$ cat config.mk
export PLATFORM = sky130hd
export DESIGN_NAME = stack_cpu
export DESIGN_NICKNAME = d
export VERILOG_FILES = /design/src/rtl/stack_cpu_pkg.sv /design/src/rtl/stack_cpu_stack.sv /design/src/rtl/stack_cpu.sv
export SDC_FILE = /design/constraint.sdc
export NUM_CORES = 1
export LEC_CHECK = 0
export BUFFER_PORTS_ARGS = -buffer_cell sky130_fd_sc_hd__buf_4
export CORE_MARGIN = 2
export CORE_UTILIZATION = 40
export CTS_CLUSTER_SIZE = 16
export DETAILED_ROUTE_END_ITERATION = 8
export PLACE_DENSITY_LB_ADDON = 0.25
export RECOVER_POWER = 50
export SLEW_MARGIN = 10
export SYNTH_ARGS = -nofsm -noshare
export SYNTH_HDL_FRONTEND = slang
export SYNTH_SLANG_ARGS = --single-unit
$ cat constraint.sdc
create_clock -name clk -period 7.2 [get_ports clk]
set_input_delay 1.44 -clock clk [delete_from_list [all_inputs] [get_ports clk]]
set_output_delay 1.44 -clock clk [all_outputs]
set_load 0.1 [all_outputs]
$ cat src/rtl/stack_cpu_pkg.sv
// Shared types and constants for the stack_cpu core.
package stack_cpu_pkg;

    localparam int unsigned DATA_W              = 16;
    localparam int unsigned IMM_W               = 12;
    localparam int unsigned STACK_DEPTH_DEFAULT = 16;

    typedef enum logic [3:0] {
        OP_NOP     = 4'h0,
        OP_PUSHI   = 4'h1,
        OP_ADD     = 4'h2,
        OP_SUB     = 4'h3,
        OP_AND     = 4'h4,
        OP_OR      = 4'h5,
        OP_XOR     = 4'h6,
        OP_DUP     = 4'h7,
        OP_DROP    = 4'h8,
        OP_SWAP    = 4'h9,
        OP_LOAD    = 4'hA,
        OP_STORE   = 4'hB,
        OP_JMP     = 4'hC,
        OP_JZ      = 4'hD,
        OP_HALT    = 4'hE,
        OP_ILLEGAL = 4'hF
    } opcode_t;

    typedef enum logic [2:0] {
        ST_FETCH,
        ST_EXEC,
        ST_MEM,
        ST_HALT,
        ST_FAULT
    } state_t;

    // Instruction word as fetched from the bus.
    typedef struct packed {
        opcode_t          op;
        logic [IMM_W-1:0] imm;
    } instr_t;

endpackage

$ cat src/rtl/stack_cpu_stack.sv
// LIFO operand stack for stack_cpu.
//   clk, reset      : clock, async active-high reset (clears count only)
//   pop_cnt         : entries removed this cycle (0..2)
//   push, push_data : write one entry on top of what remains after pop_cnt
//   swap            : exchange TOS and NOS (caller ensures count >= 2)
//   tos_c, nos_c    : top / next-on-stack (undefined when not present)
//   count, full_c   : occupancy for underflow / overflow checks
module stack_cpu_stack
    import stack_cpu_pkg::*;
#(
    parameter int unsigned  DEPTH = STACK_DEPTH_DEFAULT,
    localparam int unsigned PTR_W = $clog2(DEPTH),
    localparam int unsigned CNT_W = PTR_W + 1
) (
    input  logic              clk,
    input  logic              reset,
    input  logic [1:0]        pop_cnt,
    input  logic              push,
    input  logic [DATA_W-1:0] push_data,
    input  logic              swap,
    output logic [DATA_W-1:0] tos_c,
    output logic [DATA_W-1:0] nos_c,
    output logic [CNT_W-1:0]  count,
    output logic              full_c
);

    logic [DATA_W-1:0] regs [DEPTH];
    logic [PTR_W-1:0]  tos_idx;
    logic [PTR_W-1:0]  nos_idx;
    logic [PTR_W-1:0]  wr_idx;

    assign tos_idx = PTR_W'(count - CNT_W'(1));
    assign nos_idx = PTR_W'(count - CNT_W'(2));
    // A push lands just above whatever survives the pops of the same cycle.
    assign wr_idx  = PTR_W'(count - CNT_W'(pop_cnt));

    assign tos_c  = regs[tos_idx];
    assign nos_c  = regs[nos_idx];
    assign full_c = (count == CNT_W'(DEPTH));

    // Occupancy counter.
    always_ff @(posedge clk or posedge reset) begin
        if (reset) begin
            count <= '0;
        end else begin
            count <= count - CNT_W'(pop_cnt) + CNT_W'(push);
        end
    end

    // Entry storage; contents are don't-care until pushed.
    always_ff @(posedge clk) begin
        if (swap) begin
            regs[tos_idx] <= nos_c;
            regs[nos_idx] <= tos_c;
        end else if (push) begin
            regs[wr_idx] <= push_data;
        end
    end

endmodule

$ cat src/rtl/stack_cpu.sv
// 16-bit stack processor: FETCH -> EXEC -> (MEM) -> FETCH over one memory bus.
//   clk, reset    : clock, async active-high reset
//   memory_ready  : completes the current bus access on the sampling edge
//   in_data       : read data / fetched instruction
//   error         : sticky fault flag (underflow, overflow, illegal opcode)
//   memory_w      : 1 = write cycle
//   addr          : bus address
//   out_data      : write data, holds last written value
module stack_cpu
    import stack_cpu_pkg::*;
#(
    parameter int unsigned       STACK_DEPTH = STACK_DEPTH_DEFAULT,
    parameter logic [DATA_W-1:0] RESET_PC    = '0
) (
    input  logic              clk,
    input  logic              reset,
    input  logic              memory_ready,
    input  logic [DATA_W-1:0] in_data,
    output logic              error,
    output logic              memory_w,
    output logic [DATA_W-1:0] addr,
    output logic [DATA_W-1:0] out_data
);

    localparam int unsigned STK_CNT_W = $clog2(STACK_DEPTH) + 1;

    state_t            state, state_d;
    logic [DATA_W-1:0] pc, pc_d;
    instr_t            ir, ir_d;
    logic [DATA_W-1:0] addr_d;
    logic              memory_w_d;
    logic [DATA_W-1:0] out_data_d;
    logic              error_d;

    logic [1:0]           stk_pop_cnt;
    logic                 stk_push;
    logic [DATA_W-1:0]    stk_push_data;
    logic                 stk_swap;
    logic [DATA_W-1:0]    tos_c, nos_c;
    logic [STK_CNT_W-1:0] stk_count;
    logic                 stk_full_c;

    logic [DATA_W-1:0] imm16;
    logic [DATA_W-1:0] alu_c;
    logic [1:0]        need_c;
    logic              grow_c;
    logic              fault_c;

    stack_cpu_stack #(
        .DEPTH (STACK_DEPTH)
    ) u_stack (
        .clk       (clk),
        .reset     (reset),
        .pop_cnt   (stk_pop_cnt),
        .push      (stk_push),
        .push_data (stk_push_data),
        .swap      (stk_swap),
        .tos_c     (tos_c),
        .nos_c     (nos_c),
        .count     (stk_count),
        .full_c    (stk_full_c)
    );

    assign imm16 = DATA_W'(ir.imm);

    // Binary ALU, operands NOS (left) and TOS (right).
    always_comb begin
        alu_c = '0;
        case (ir.op)
            OP_ADD:  alu_c = nos_c + tos_c;
            OP_SUB:  alu_c = nos_c - tos_c;
            OP_AND:  alu_c = nos_c & tos_c;
            OP_OR:   alu_c = nos_c | tos_c;
            OP_XOR:  alu_c = nos_c ^ tos_c;
            default: alu_c = '0;
        endcase
    end

    // Stack entries each opcode needs, and whether it grows the stack.
    always_comb begin
        need_c = 2'd0;
        grow_c = 1'b0;
        case (ir.op)
            OP_PUSHI: grow_c = 1'b1;
            OP_DUP: begin
                need_c = 2'd1;
                grow_c = 1'b1;
            end
            OP_ADD, OP_SUB, OP_AND, OP_OR, OP_XOR, OP_SWAP, OP_STORE: need_c = 2'd2;
            OP_DROP, OP_LOAD, OP_JZ: need_c = 2'd1;
            default: ;
        endcase
    end

    assign fault_c = (ir.op == OP_ILLEGAL)
                   || (stk_count < STK_CNT_W'(need_c))
                   || (grow_c && stk_full_c);

    // State register and registered bus outputs.
    always_ff @(posedge clk or posedge reset) begin
        if (reset) begin
            state    <= ST_FETCH;
            pc       <= RESET_PC;
            ir       <= '0;
            addr     <= RESET_PC;
            memory_w <= 1'b0;
            out_data <= '0;
            error    <= 1'b0;
        end else begin
            state    <= state_d;
            pc       <= pc_d;
            ir       <= ir_d;
            addr     <= addr_d;
            memory_w <= memory_w_d;
            out_data <= out_data_d;
            error    <= error_d;
        end
    end

    // Next-state, datapath and stack control.
    always_comb begin
        state_d       = state;
        pc_d          = pc;
        ir_d          = ir;
        addr_d        = addr;
        memory_w_d    = memory_w;
        out_data_d    = out_data;
        error_d       = error;
        stk_pop_cnt   = 2'd0;
        stk_push      = 1'b0;
        stk_push_data = tos_c;
        stk_swap      = 1'b0;

        case (state)
            ST_FETCH: begin
                if (memory_ready) begin
                    ir_d    = instr_t'(in_data);
                    pc_d    = pc + DATA_W'(1);
                    state_d = ST_EXEC;
                end
            end

            ST_EXEC: begin
                if (fault_c) begin
                    // Faulting instruction leaves stack, PC and bus untouched.
                    state_d = ST_FAULT;
                    error_d = 1'b1;
                end else begin
                    state_d = ST_FETCH;
                    case (ir.op)
                        OP_PUSHI: begin
                            stk_push      = 1'b1;
                            stk_push_data = imm16;
                        end
                        OP_ADD, OP_SUB, OP_AND, OP_OR, OP_XOR: begin
                            stk_pop_cnt   = 2'd2;
                            stk_push      = 1'b1;
                            stk_push_data = alu_c;
                        end
                        OP_DUP:  stk_push    = 1'b1;
                        OP_DROP: stk_pop_cnt = 2'd1;
                        OP_SWAP: stk_swap    = 1'b1;
                        OP_LOAD: begin
                            stk_pop_cnt = 2'd1;
                            addr_d      = tos_c;
                            state_d     = ST_MEM;
                        end
                        OP_STORE: begin
                            stk_pop_cnt = 2'd2;
                            addr_d      = tos_c;
                            out_data_d  = nos_c;
                            memory_w_d  = 1'b1;
                            state_d     = ST_MEM;
                        end
                        OP_JMP: pc_d = imm16;
                        OP_JZ: begin
                            stk_pop_cnt = 2'd1;
                            if (tos_c == '0) begin
                                pc_d = imm16;
                            end
                        end
                        OP_HALT: state_d = ST_HALT;
                        default: ;
                    endcase
                    if (state_d == ST_FETCH) begin
                        addr_d = pc_d;
                    end
                end
            end

            ST_MEM: begin
                if (memory_ready) begin
                    // LOAD already popped its address in EXEC, so this push cannot overflow.
                    if (ir.op == OP_LOAD) begin
                        stk_push      = 1'b1;
                        stk_push_data = in_data;
                    end
                    memory_w_d = 1'b0;
                    addr_d     = pc;
                    state_d    = ST_FETCH;
                end
            end

            ST_HALT:  ;
            ST_FAULT: ;
            default:  state_d = ST_FAULT;
        endcase
    end

endmodule

==> results_dict.tcl <==
set metrics [dict create \
    outcome "finished, violations left" \
    violations_in_the_final_reports "capacitance limit, slew limit" \
    total_grt_overflow 0 \
    critical_path_required_ns 7.39 \
    fin_nets 2143 \
    fin_worst_skew_ns 0.0241 \
    global_route_wire_length_before_repair_mm 114 \
    synth_enable_flop_cells 256 \
    synth.distinct_cells 93 \
    via_count 18011 \
    numPlacedInstances 2723 \
    firstDrtPassIters 6 \
    critical_path_max_stage_delay_ns 0.92 \
    yosysTopAreaCellShare_pct 34.9 \
    cts.repair.resized 0 \
    dieHeight_um 239 \
    clock_latency_ns 0.57 \
    postSynthRegisterBits 330 \
    final.setup.tns_ns 0 \
    final.period_utilization_pct 95.8 \
    worst_setup_path_end_kind "flop" \
    cts_tree "yes" \
    netlist_area_sq_mm 0.0220 \
    globalplace.congestion 0.975 \
    detail-route-antenna-nets 0 \
    antenna_found_initial 0 \
    synthDominantAreaCellType "sky130_fd_sc_hd__edfxtp_1" \
    detail_route.vias_per_cell 6.46 \
    synth_cells 2075 \
    finalNonFillerCells 2787 \
    setup_viol 0 \
    synth.net_count 2160 \
    arrival_ns 7.09 \
    yosys_warnings 0 \
    postRouteWirelength_mm 76.9 \
    place_worst_setup_slack_ns 0.590 \
    cp.depth 13 \
    synthArstFlopShare_pct 22.4 \
    post-dp-hpwl_mm 53.4 \
    rsz0062_at_grt "false" \
    drt_iter0_markers 2358 \
    tritoncts_num_sinks 330 \
    layout.filler_cells 5156 \
    core_area_sq_mm 0.0548 \
    hold_class "reg2reg" \
    synth_most_common_cell "sky130_fd_sc_hd__nand2_1" \
    critical_path_class "reg2reg" \
    timing.critical_path.cells "buf_4, ha_1, o21ai_0, a21oi_2, clkbuf_1, o21ai_0, ha_1, a211oi_1, xnor2_1, nor3_1, a31oi_1, o21ai_1, clkbuf_2" \
    crit_start "u_stack.count[1]" \
    floorplan.initialDensity_pct 40.2 \
    htree_num_levels 2 \
    postSynth.topFlopCell "sky130_fd_sc_hd__edfxtp_1" \
    finalWorstSetupSlack_ns 0.302 \
    critical_path.n_buffers_inverters 3 \
    avg_wl_per_cell_um 27.6 \
    insertedDiodeCount 0 \
    area_delta_synth_final_pct 9.21 \
    cap_viol_max_count 4 \
    min_delay_path_depth 2 \
    cts_max_path_buffers 3 \
    grt_max_degree 151 \
    die_w_um 239 \
    grtUsageTotal_pct 26.9 \
    clkSlewWorstSetupHoldPaths_ns 0.06 \
    clockRootBuffer "sky130_fd_sc_hd__clkbuf_16" \
    timing.reg2reg.worst_path_depth 13 \
    timing.slew.headroom_pct -122 \
    crit_path_top_delay_cell "sky130_fd_sc_hd__o21ai_1" \
    timing.fmax_mhz 145 \
    slew_violations 101 \
    ys_seq_area_share_pct 43.3 \
    numCtsBuffers 37 \
    shortest_period_the_worst_path_allows_ns 6.90 \
    row_cnt 86 \
    netlist_top_cells_area "sky130_fd_sc_hd__edfxtp_1, sky130_fd_sc_hd__mux4_2, sky130_fd_sc_hd__dfrtp_1, sky130_fd_sc_hd__nand2_1, sky130_fd_sc_hd__o21ai_0" \
    synth_area_per_cell_sq_um 10.6 \
    start_kind "flop" \
    critical_path.max_fanout 49 \
    post_cts_buffers 0 \
    cts_hold_buf 0 \
    design.die.area_sq_mm 0.0570 \
    io_buffers 52 \
    post_synth_most_frequent_cells "sky130_fd_sc_hd__nand2_1, sky130_fd_sc_hd__edfxtp_1, sky130_fd_sc_hd__o21ai_0" \
    hold_viol 0 \
    critical_path.reg2reg.startpoint "u_stack.count[1]" \
    pin_count 53 \
    finish.utilization_pct 43.9 \
    detail_route.drc_violations 0 \
    post_route_cells_drive_above_1_share_pct 16.3 \
    worstHoldStart "addr[12]" \
    vias_in_the_first_global_route 17226 \
    worstMarginPinSlew_ns 3.32 \
    cp_top_family "compound AO/OA/AOI/OAI gates" \
]
[cell type report]
class | count | area [sq um] | share of cell area (%)
clock inverters | 6 | 85.1 | 0.354
multi-input cells | 1499 | 11400 | 47.3
clock buffers | 58 | 1070 | 4.43
inverters | 51 | 193 | 0.801
repair buffers | 139 | 907 | 3.77
well taps | 704 | 881 | 3.66
flip-flops and latches | 330 | 9550 | 39.7
[worst paths after layout]
kind	to	slack (ns)
worst min register to register	addr[12]	0.48
min in group asynchronous	memory_w	1.02
worst min-delay path	addr[12]	0.48
worst max-delay path	u_stack.regs[9][0]	0.30
worst max register to register	u_stack.regs[9][0]	0.30
max in group asynchronous	u_stack.count[1]	2.12
[worst min-delay path: stages, from the launching register on]
cell                      delay (ns)
sky130_fd_sc_hd__dfrtp_1        0.34
sky130_fd_sc_hd__nand2_1        0.04
sky130_fd_sc_hd__o21ai_0        0.06
[cell usage in the layout (no fill, tap or decap), types with 35 or more instances in the layout]
| cell | n |
|---|---|
| sky130_fd_sc_hd__ha_1 | 63 |
| sky130_fd_sc_hd__mux4_2 | 137 |
| sky130_fd_sc_hd__o21ai_0 | 223 |
| sky130_fd_sc_hd__clkbuf_16 | 38 |
| sky130_fd_sc_hd__nand2_1 | 336 |
| sky130_fd_sc_hd__dfrtp_1 | 72 |
| sky130_fd_sc_hd__inv_1 | 46 |
| sky130_fd_sc_hd__edfxtp_1 | 256 |
| sky130_fd_sc_hd__mux2i_1 | 70 |
| sky130_fd_sc_hd__nor2_1 | 120 |
| sky130_fd_sc_hd__buf_4 | 92 |
| sky130_fd_sc_hd__clkbuf_1 | 57 |
| sky130_fd_sc_hd__a22oi_1 | 35 |
| sky130_fd_sc_hd__a21oi_1 | 92 |
| sky130_fd_sc_hd__nand3_1 | 63 |
[layer usage]
layer | up-vias | track usage, % | routed length (um)
met2 | 1099 | 43.9 | 36100
met4 | 0 | 11.7 | 3690
met1 | 8952 | 35.1 | 29900
met5 | - | 0 | 0
li1 | 7726 | - | -
met3 | 234 | 5.01 | 7200
[flip-flops by register name (all words and copies together), names as in the netlist]
signal and count:
ir 4, addr 16, pc 16, u_stack.count 5
memory_w 1, imm16 12, u_stack.regs 256, state 3
error 1, out_data 16
[metrics by stage]
step | area, sq um | hold WS, ns
floorplan | 22000 | 0.450
global placement | 23200 | 0.468
detailed placement | 23200 | 0.469
CTS | 24300 | 0.488
global route | 24100 | 0.488
finish | 24100 | 0.476
[cell families (layout without fill, tap and decap cells)]
kind of cell | count (synthesis) | after routing | share of synthesized area [%]
multiplexers | 230 | 230 | 18.5
buffers and inverters | 246 | 254 | 5.24
flip-flops | 330 | 330 | 43.3
XOR/XNOR | 34 | 34 | 1.56
adder cells (fa/ha/maj) | 66 | 66 | 3.82
AND/OR/NAND/NOR | 645 | 645 | 12.9
AO/OA/AOI/OAI | 524 | 524 | 14.7
Power is not shown: default switching activity piles up to over one toggle a cycle in this logic, so the estimate is an artifact.
